--- config.mk ---
export PLATFORM = sky130hd
export DESIGN_NAME = alu_op_encoder
export DESIGN_NICKNAME = d
export VERILOG_FILES = /design/src/rtl/alu_op_encoder.sv
export SDC_FILE = /design/constraint.sdc
export NUM_CORES = 1
export LEC_CHECK = 0
export ABC_AREA = 1
export CORE_MARGIN = 5
export CORE_UTILIZATION = 59
export CTS_BUF_LIST = sky130_fd_sc_hd__clkbuf_16
export DETAILED_ROUTE_END_ITERATION = 7
export DONT_BUFFER_PORTS = 1
export GPL_TIMING_DRIVEN = 0
export MAX_ROUTING_LAYER = met4
export PLACE_DENSITY = 0.78
export SYNTH_ARGS = -nofsm -noshare
export SYNTH_HDL_FRONTEND = slang
export SYNTH_SLANG_ARGS = --single-unit
--- constraint.sdc ---
create_clock -name clk -period 6.81 [get_ports clk]
set_input_delay 1.0215 -clock clk [delete_from_list [all_inputs] [get_ports clk]]
set_output_delay 1.0215 -clock clk [all_outputs]
set_load 0.02 [all_outputs]
--- src/rtl/alu_op_encoder.sv ---
// rtl/alu_op_encoder.sv - packs ALU op requests into RV32I OP/OP-IMM words through a 2-entry output FIFO
// Optional: ALU_ENC_SHAMT_CHECK_EN rejects OP-IMM shifts whose imm[11:5] is non-zero.

`ifndef AluCntrBusBits
`define AluCntrBusBits 4
`endif
`ifndef DataBusBits
`define DataBusBits 32
`endif

module alu_op_encoder #(
  parameter int          FIFO_DEPTH = 2,
  parameter logic [31:0] NOP_WORD   = 32'h00000013
) (
  input  logic                       clk,
  input  logic                       rst,
  input  logic                       in_valid,
  output logic                       in_ready,
  input  logic [`AluCntrBusBits-1:0] in_alu_op,
  input  logic                       in_use_imm,
  input  logic [4:0]                 in_rd,
  input  logic [4:0]                 in_rs1,
  input  logic [4:0]                 in_rs2,
  input  logic [11:0]                in_imm,
  output logic                       out_valid,
  input  logic                       out_ready,
  output logic [`DataBusBits-1:0]    out_instr,
  output logic                       out_err,
  output logic [15:0]                enc_count
);

  localparam logic [`AluCntrBusBits-1:0] AluNop     = 4'd0;
  localparam logic [`AluCntrBusBits-1:0] AluSum     = 4'd1;
  localparam logic [`AluCntrBusBits-1:0] AluSub     = 4'd2;
  localparam logic [`AluCntrBusBits-1:0] AluLShift  = 4'd3;
  localparam logic [`AluCntrBusBits-1:0] AluLT      = 4'd4;
  localparam logic [`AluCntrBusBits-1:0] AluLTU     = 4'd5;
  localparam logic [`AluCntrBusBits-1:0] AluXor     = 4'd6;
  localparam logic [`AluCntrBusBits-1:0] AluRLShift = 4'd7;
  localparam logic [`AluCntrBusBits-1:0] AluRRShift = 4'd8;
  localparam logic [`AluCntrBusBits-1:0] AluOr      = 4'd9;
  localparam logic [`AluCntrBusBits-1:0] AluAnd     = 4'd10;

  localparam logic [6:0] OpcodeOp    = 7'b0110011;
  localparam logic [6:0] OpcodeOpImm = 7'b0010011;

  logic [2:0]  funct3;
  logic [6:0]  funct7;
  logic        legal;
  logic        is_shift;
  logic        is_nop;
  logic [31:0] enc_word;
  logic        enc_err;

  always_comb begin
    funct3   = 3'b000;
    funct7   = 7'b0000000;
    legal    = 1'b1;
    is_shift = 1'b0;
    is_nop   = 1'b0;
    case (in_alu_op)
      AluNop:     is_nop = 1'b1;
      AluSum:     funct3 = 3'b000;
      AluSub:     begin funct3 = 3'b000; funct7 = 7'b0100000; legal = !in_use_imm; end
      AluLShift:  begin funct3 = 3'b001; is_shift = 1'b1; end
      AluLT:      funct3 = 3'b010;
      AluLTU:     funct3 = 3'b011;
      AluXor:     funct3 = 3'b100;
      AluRLShift: begin funct3 = 3'b101; is_shift = 1'b1; end
      AluRRShift: begin funct3 = 3'b101; funct7 = 7'b0100000; is_shift = 1'b1; end
      AluOr:      funct3 = 3'b110;
      AluAnd:     funct3 = 3'b111;
      default:    legal = 1'b0;
    endcase
`ifdef ALU_ENC_SHAMT_CHECK_EN
    if (is_shift && in_use_imm && (in_imm[11:5] != 7'd0))
      legal = 1'b0;
`endif
  end

  always_comb begin
    enc_word = NOP_WORD;
    enc_err  = 1'b0;
    if (!legal) begin
      enc_err = 1'b1;
    end else if (!is_nop) begin
      if (!in_use_imm)
        enc_word = {funct7, in_rs2, in_rs1, funct3, in_rd, OpcodeOp};
      else if (is_shift)
        enc_word = {funct7, in_imm[4:0], in_rs1, funct3, in_rd, OpcodeOpImm};
      else
        enc_word = {in_imm, in_rs1, funct3, in_rd, OpcodeOpImm};
    end
  end

  // Head lives directly in the output registers; tail is the second FIFO slot.
  logic        tail_valid;
  logic [31:0] tail_word;
  logic        tail_err;
  logic        push;
  logic        pop;

  assign pop      = out_valid & out_ready;
  assign in_ready = !rst & (!tail_valid | pop);
  assign push     = in_valid & in_ready;

  always_ff @(posedge clk or posedge rst) begin
    if (rst) begin
      out_valid  <= 1'b0;
      out_instr  <= '0;
      out_err    <= 1'b0;
      tail_valid <= 1'b0;
      tail_word  <= '0;
      tail_err   <= 1'b0;
      enc_count  <= 16'd0;
    end else begin
      if (push)
        enc_count <= enc_count + 16'd1;
      case ({push, pop})
        2'b01: begin
          if (tail_valid) begin
            out_instr  <= tail_word;
            out_err    <= tail_err;
            tail_valid <= 1'b0;
          end else begin
            out_valid <= 1'b0;
          end
        end
        2'b10: begin
          if (!out_valid) begin
            out_valid <= 1'b1;
            out_instr <= enc_word;
            out_err   <= enc_err;
          end else begin
            tail_valid <= 1'b1;
            tail_word  <= enc_word;
            tail_err   <= enc_err;
          end
        end
        2'b11: begin
          if (tail_valid) begin
            out_instr <= tail_word;
            out_err   <= tail_err;
            tail_word <= enc_word;
            tail_err  <= enc_err;
          end else begin
            out_instr <= enc_word;
            out_err   <= enc_err;
          end
        end
        default: ;
      endcase
    end
  end

endmodule

Yosys cells after proc, flatten, opt, wreduce, memory -nomap -nowiden
Cells that the tools add are included.

Reduce and logical (&&, ||, !) cells: 15. Equal/unequal tests: 18. Bitwise gates (word level): 4. Add/subtract/negate cells: 1. Mux-type cells: 28.

Operators with widths (count): two-way mux 32 bit (9); one-hot mux 32 bit (3 select lines) (1); one-hot mux 32 bit (2 select lines) (1); one-hot mux 3 bit (7 select lines) (1); adder 16 x 1 -> 16 bit (second input constant) (1); == test 4 x 3 -> 1 bit (second input constant) (4); == test 4 bit (second input constant) (3); two-way mux 1 bit (10); inequality test 2 bit (second input constant) (5); OR reduction 10 bit (1); == test 4 x 2 -> 1 bit (second input constant) (2); one-hot mux 1 bit (2 select lines) (4); two-way mux 6 bit (1); AND reduction 3 bit (2); == test 2 bit (second input constant) (2); == test 4 x 1 -> 1 bit (second input constant) (1); zero test 4 bit (1); AND reduction 2 bit (2); nonzero test 2 bit (2); OR reduction 2 bit (2); AND 1 bit (3); zero test 1 bit (3); one-hot mux 1 bit (3 select lines) (1); nonzero test 3 bit (1); 3 further kinds (3).

Register bits: 84. Word-level logic and storage cells: 73. Output and inout bits: 51. Input port bits: 36.

Longest topological paths before layout
Gate-level depths: netlist of the first run.

Depth in word-level cells: 9. Mapped depth: 11. Depth with buffers taken out: 10.

Worst setup path before layout of the first run
Ideal clock, no wire load.

Path kind: input port to flip-flop. Start point: input port rst. End point: register out_instr[10]. Path buffers: 2. Path slack: 2974 ps. Arrival time: 3771 ps. Cell stages on the path: 8. Data required time: 6745 ps. Setup time: 65 ps. Path through: inv_1 nand3_1 inv_1 buf_2 buf_2 o21a_1 nand2_1 nand2_1.

Word-level cells in the longest chain between the ends: 6. Elaborated cells between the ends (all ways): 11. Those cells by class: eq/ne: 5; mux: 1; bitwise: 2; reduce/logical: 3.

RTL lines: from (decl) (RTL line 16) `input logic rst,`; zero test 1 bit (no source line) (*); AND 1 bit (*) (RTL line 104) `assign in_ready = !rst & (!tail_valid | pop);`; AND 1 bit (*) (RTL line 105) `assign push = in_valid & in_ready;`; == test 2 x 1 -> 1 bit / == test 2 bit (equally long branches) (RTL line 119) `case ({push, pop})`; inequality test 2 bit (no source line) / nonzero test 3 bit (equally long branches); AND reduction 3 bit (no source line); to (signal assigned) (RTL line 122) `out_instr <= tail_word;`; to (signal assigned) (RTL line 132) `out_instr <= enc_word;`; to (signal assigned) (RTL line 142) `out_instr <= tail_word;`; to (decl) (RTL line 27) `` output logic [`DataBusBits-1:0] out_instr, ``.

Mark *: on every way between the ends. The rest lies on a longest branch, timed or not. A chain may end at the register's enable or synchronous reset.

Final worst setup path of the first run
Start point: input port rst. End point: register out_instr[28].

Same word-level chain as after synthesis.

==> flow_summary.ini, run 1 <==
[outcome]
status = complete, no violations

[power_and_ir_drop]
p_per_area_mw_per_mm2 = 329
total_power_mw = 1.36
vdd_ir_drop_max_mv = 0.244
power.leakage_nw = 2.10

[routing]
vias = 3184
firstDrtPassIters = 5
avgViaCountPerCell = 5.52
drtAntennaViolNets = 0
route.detailed.drc = 0
wire_per_inst_um = 15.3
drtIter0Drc = 203
wirelength_um = 8860

[logic_synthesis]
synth-main-ff-cell = dfrtp_1
ys_seq_elements = 74
synthTopCellsByArea = dfrtp_1 (49%), nand2_1 (18%), nand3_1 (4.6%), o21a_1 (4.6%), o21ai_0 (3.8%)
synth.distinct_cells = 30
async_flop_share_pct = 100
yosysWarnings = 0
synth_edf_count = 0
ys_seq_area_share_pct = 49.0
synth_area_mm2 = 0.00378
syn_area_per_cell_um2 = 7.80
synthCells = 484
yosysTopAreaCellShare_pct = 49.0
synth_area_leader_cell = dfrtp_1

[finish]
nets = 535
area_growth_pct = 9.71
num_antenna_cells = 0
fill_cells = 535
fin_cells = 577
drive_gt1_share_pct = 7.80

[clocking]
ctsResizeCount = 0
cts_buffers = 9
cts_setup_buffers = 0
cts_buffer_depth = 2
postCtsHoldBufs = 0
path_clk_slew_ps = 50
cts.sinks = 74
cts-root-buf = clkbuf_16
clock_latency_ps = 320
cts_htree_levels = 3
cts_tree = done

[timing]
fin_skew_ps = 3.38
slew_headroom_pct = 65.2
finalHoldViolations = 0
fin_crit_ps = 2570
setup_tns_ps = 0
fmax_ghz = 0.390
worst_pin_slew_ps = 522
setup_viol = 0
drv_slew = 0
timing.final.crit_share_pct = 37.7
rsz0062_at_grt = false

[die]
die_w_um = 90
die_area_mm2 = 0.00810
coreArea_mm2 = 0.00628
start_util_pct = 60.2
die_y_um = 90
ios = 87
rows = 29

[grt]
grt_pass1_wl_um = 15200
grt_pass1_vias = 3186
grt.overflow.total = 0
antenna_found_initial = 0
grt_max_degree = 40
track_usage_pct = 23.4

[critical_path]
crit_path_end_kind = register
path_class = primary input to register
cp.arrival_ps = 2780
startpoint_type = primary input
r2r_end = tail_word[22]
r2r_slack_ps = 5060
path_max_fanout = 39
r2r_cells = 8
crit_required_ps = 7020
reg2reg_from = out_valid

[place]
gp_congestion = 0.866
port_buffers = 0
dp_hpwl_um = 6400
placedCellCount = 564

[hold_path]
whs_path_depth = 2
min_to = tail_word[4]
hold_path.class = register to register
min-delay-start = tail_word[4]

[job]
maxCapViolCount = 0
-- cell type report --
cell class	instances	area [um^2]	share of cell area (%)
buffer	26	165	3.99
timing repair buffer	1	20.0	0.483
tap	77	96.3	2.33
multi-input combinational	348	1620	39.2
clock inverter	4	15.0	0.362
inverter	38	145	3.50
clock buffer	9	225	5.44
sequential	74	1850	44.7
-- cells in the mapped netlist, types with 5 or more instances --
| master | number |
|---|---|
| nor3_1 | 7 |
| o21a_1 | 23 |
| o21ai_1 | 5 |
| dfrtp_1 | 74 |
| buf_4 | 5 |
| xor2_1 | 8 |
| buf_2 | 9 |
| clkbuf_1 | 5 |
| inv_1 | 37 |
| nor2_1 | 31 |
| buf_6 | 5 |
| nand3_1 | 35 |
| o21ai_0 | 29 |
| nand2_1 | 181 |
-- per-stage QoR --
stage / hold WS [ps] / setup WS, ps / instance area, um^2 / util [%]
2_1_floorplan: 422 / 2970 / 3780 / -
3_3_place_gp: 435 / 1860 / 3880 / 61.8
3_5_place_dp: 444 / 3890 / 3900 / 62.2
4_1_cts: 456 / 4230 / 4140 / 66.0
5_1_grt: 479 / 4020 / 4140 / 66.0
6_report: 456 / 4240 / 4140 / 66.0
-- flip-flops by register name (all words and copies together), names as in the netlist --
register / cells
out_instr: 27
tail_word: 27
enc_count: 16
out_err: 1
out_valid: 1
tail_err: 1
tail_valid: 1
-- critical path, stage by stage --
cell	delay [ps]
inv_4	330
buf_12	290
nand3_1	250
inv_1	120
buf_2	240
buf_2	290
nand2_1	100
nand2_1	80
nand2_1	50
-- logic make-up after synthesis --
kind of cell / count (synthesis) / share of synthesized area (%)
AND/OR/NAND/NOR: 265 / 28.6
flip-flops: 74 / 49.0
AO/OA/AOI/OAI: 67 / 11.0
buffers and inverters: 64 / 8.15
XOR/XNOR: 12 / 2.78
adder cells (fa/ha/maj): 1 / 0.331
other: 1 / 0.0993
-- per-layer routing --
metal	track usage (%)	up-vias	wire length (um)
met5	-	-	0
met4	8.31	0	93
met3	7.01	13	726
met2	34.6	127	4130
met1	30.6	1492	3900
li1	-	1552	-
-- placed cells by master (no fill, tap or decap), types with 5 or more instances in the layout --
| cell type | synthesis | routed |
|---|---|---|
| dfrtp_1 | 74 | 74 |
| buf_4 | 5 | 5 |
| nor2_1 | 31 | 31 |
| nor3_1 | 7 | 7 |
| buf_6 | 5 | 5 |
| buf_2 | 9 | 9 |
| inv_1 | 37 | 38 |
| clkbuf_16 | 0 | 9 |
| o21ai_0 | 29 | 29 |
| clkbuf_1 | 5 | 5 |
| nand3_1 | 35 | 35 |
| o21a_1 | 23 | 23 |
| o21ai_1 | 5 | 5 |
| nand2_1 | 181 | 181 |
| xor2_1 | 8 | 8 |
-- worst max-delay path by stage --
stage / from / to / depth (start not counted)
floorplan: rst / out_instr[10] / 8
global placement: rst / out_instr[30] / 8
detailed placement: rst / out_instr[30] / 9
CTS: rst / out_instr[30] / 9
global route: rst / out_instr[7] / 9
finish: rst / out_instr[28] / 9
-- power by group --
| part | switching (mW) | internal (mW) | leakage [nW] |
|---|---|---|---|
| Sequential | 0.190 | 0.550 | 0.938 |
| Combinational | 0.135 | 0.0893 | 1.04 |
| Clock | 0.161 | 0.235 | 0.125 |
No activity file was read; power rests on OpenSTA's default activity.
==> run 2, diff against run 1 <==
- CORE_UTILIZATION: 59 -> 57
- clock period: 6.81 -> 2.2 ns (I/O delays scaled with it)
==> run 2 against run 1 <==
Against the previous run: count of clock-buffer cells in the layout did not move; die area rose by 3.1%; via count rose by 0.75%; register-to-register slack got worse by 4600 ps; power rose to 3.2 times the previous value; sequential power rose to 3.1 times the previous value.
==> flow_summary.ini, run 2 (synthesis gave the netlist of run 1 again) <==
[grt]
grt.overflow.total = 0
antenna_found_initial = 0
grt_max_degree = 43
track_usage_pct = 22.6
grt_pass1_vias = 3081
grt_pass1_wl_um = 14800

[routing]
vias = 3208
wire_per_inst_um = 15.4
firstDrtPassIters = 5
avgViaCountPerCell = 5.53
route.detailed.drc = 0
drtAntennaViolNets = 0
wirelength_um = 8930
drtIter0Drc = 191

[critical_path]
path_cells = clkinvlp_4 > nand3_2 > buf_6 > a21oi_4 > buf_6 > buf_6 > o21a_1 > nand2_1 > nand2_1
path_buf_inv = 4
startpoint_type = primary input
path_delay_family = buffers and inverters
critPathSlowestCell = clkinvlp_4
cp_slowest_stage_delay_ps = 600
cp_common_cell = buf_6
crit_path_end_kind = register
path_max_fanout = 35
path_class = primary input to register
startpoint = rst
crit_required_ps = 2420
cp.arrival_ps = 2040
reg2reg_from = out_valid

[timing]
setup_viol = 0
rsz0062_at_grt = false
setup_tns_ps = 0
slew_headroom_pct = 46.8
worst_pin_slew_ps = 796
drv_slew = 0
fmax_ghz = 0.551
fin_skew_ps = 2.12
fin_crit_ps = 1820
finalHoldViolations = 0
hold_ws_ps = 14.7
timing.final.crit_share_pct = 82.5

[place]
dp_hpwl_um = 6520
port_buffers = 0
gp_congestion = 0.925

[finish]
drive_gt1_share_pct = 9.74
fill_cells = 528
area_growth_pct = 13.1
nets = 535
final_cell_mix = nand2_1 (181), dfrtp_1 (74), inv_1 (37)
layout_commonest_cell = nand2_1
num_antenna_cells = 0
top_regs = out_instr x27, tail_word x27, enc_count x16

[power_and_ir_drop]
p_per_area_mw_per_mm2 = 1030
power.leakage_nw = 2.16
vdd_ir_drop_max_mv = 0.707

[clocking]
cts_htree_levels = 3
cts_setup_buffers = 0
postCtsHoldBufs = 0
cts_buffers = 9
ctsResizeCount = 0
cts_tree = done
cts-root-buf = clkbuf_16
cts.sinks = 74
path_clk_slew_ps = 50
cts_buffer_depth = 2
clock_latency_ps = 330

[die]
die_y_um = 91.4
coreArea_mm2 = 0.00639
rows = 29
die_w_um = 91.4
start_util_pct = 59.1
ios = 87
die_area_mm2 = 0.00835

[job]
maxCapViolCount = 0

[outcome]
status = complete, no violations

[hold_path]
hold_path.class = primary input to asynchronous set/reset pin
## run 2: cell count changes in the layout (fill, tap and decap cells not counted), sizes merged
cell	delta
bufinv	+1
clkinv	+1
clkinvlp	+1
## run 2: path summary, 6_finish.rpt
| kind | to | slack [ps] | depth (start not counted) |
|---|---|---|---|
| worst max-delay path | out_instr[7] | 380 | 9 |
| max in group asynchronous | out_instr[15] | 1540 | 2 |
| worst min-delay path | tail_valid | 10 | 1 |
| min in group clk | tail_word[18] | 190 | 2 |
| worst max register to register | out_err | 460 | 10 |
| worst min register to register | tail_word[4] | 460 | 2 |
## run 2: final cells by class
| cell class | instances | area (um^2) | share of cell area [%] |
|---|---|---|---|
| plain buffers | 26 | 234 | 5.48 |
| clock buffers | 9 | 225 | 5.27 |
| clock inverters | 7 | 53.8 | 1.26 |
| inverters | 38 | 146 | 3.43 |
| multi-input cells | 348 | 1640 | 38.5 |
| flip-flops and latches | 74 | 1850 | 43.4 |
| well taps | 77 | 96.3 | 2.26 |
| repair buffers | 1 | 20.0 | 0.469 |
## run 2: through the flow
stage	cells	total power, mW	utilization, %	instance area [um^2]	setup slack, ps
floorplan	486	2.81	-	3880	-301
global placement	563	2.98	62.2	3970	-842
detailed placement	564	3.03	62.5	3990	0.592
CTS	580	4.41	66.9	4270	338
global route	580	4.63	66.9	4270	170
finish	580	4.38	66.9	4270	385
## run 2: where the power goes
| group | internal, mW | switching [mW] | leakage (nW) | total (mW) |
|---|---|---|---|---|
| Sequential | 1.70 | 0.585 | 0.938 | 2.29 |
| Clock | 0.854 | 0.514 | 0.148 | 1.37 |
| Combinational | 0.290 | 0.433 | 1.07 | 0.722 |
## run 2: routing by layer
layer	track usage, %	share of wire (%)	vias to the layer above
met5	-	0	-
met2	33.8	46	120
li1	-	-	1556
met1	30.3	44	1517
met3	5.79	8.2	15
met4	7.21	1.5	0
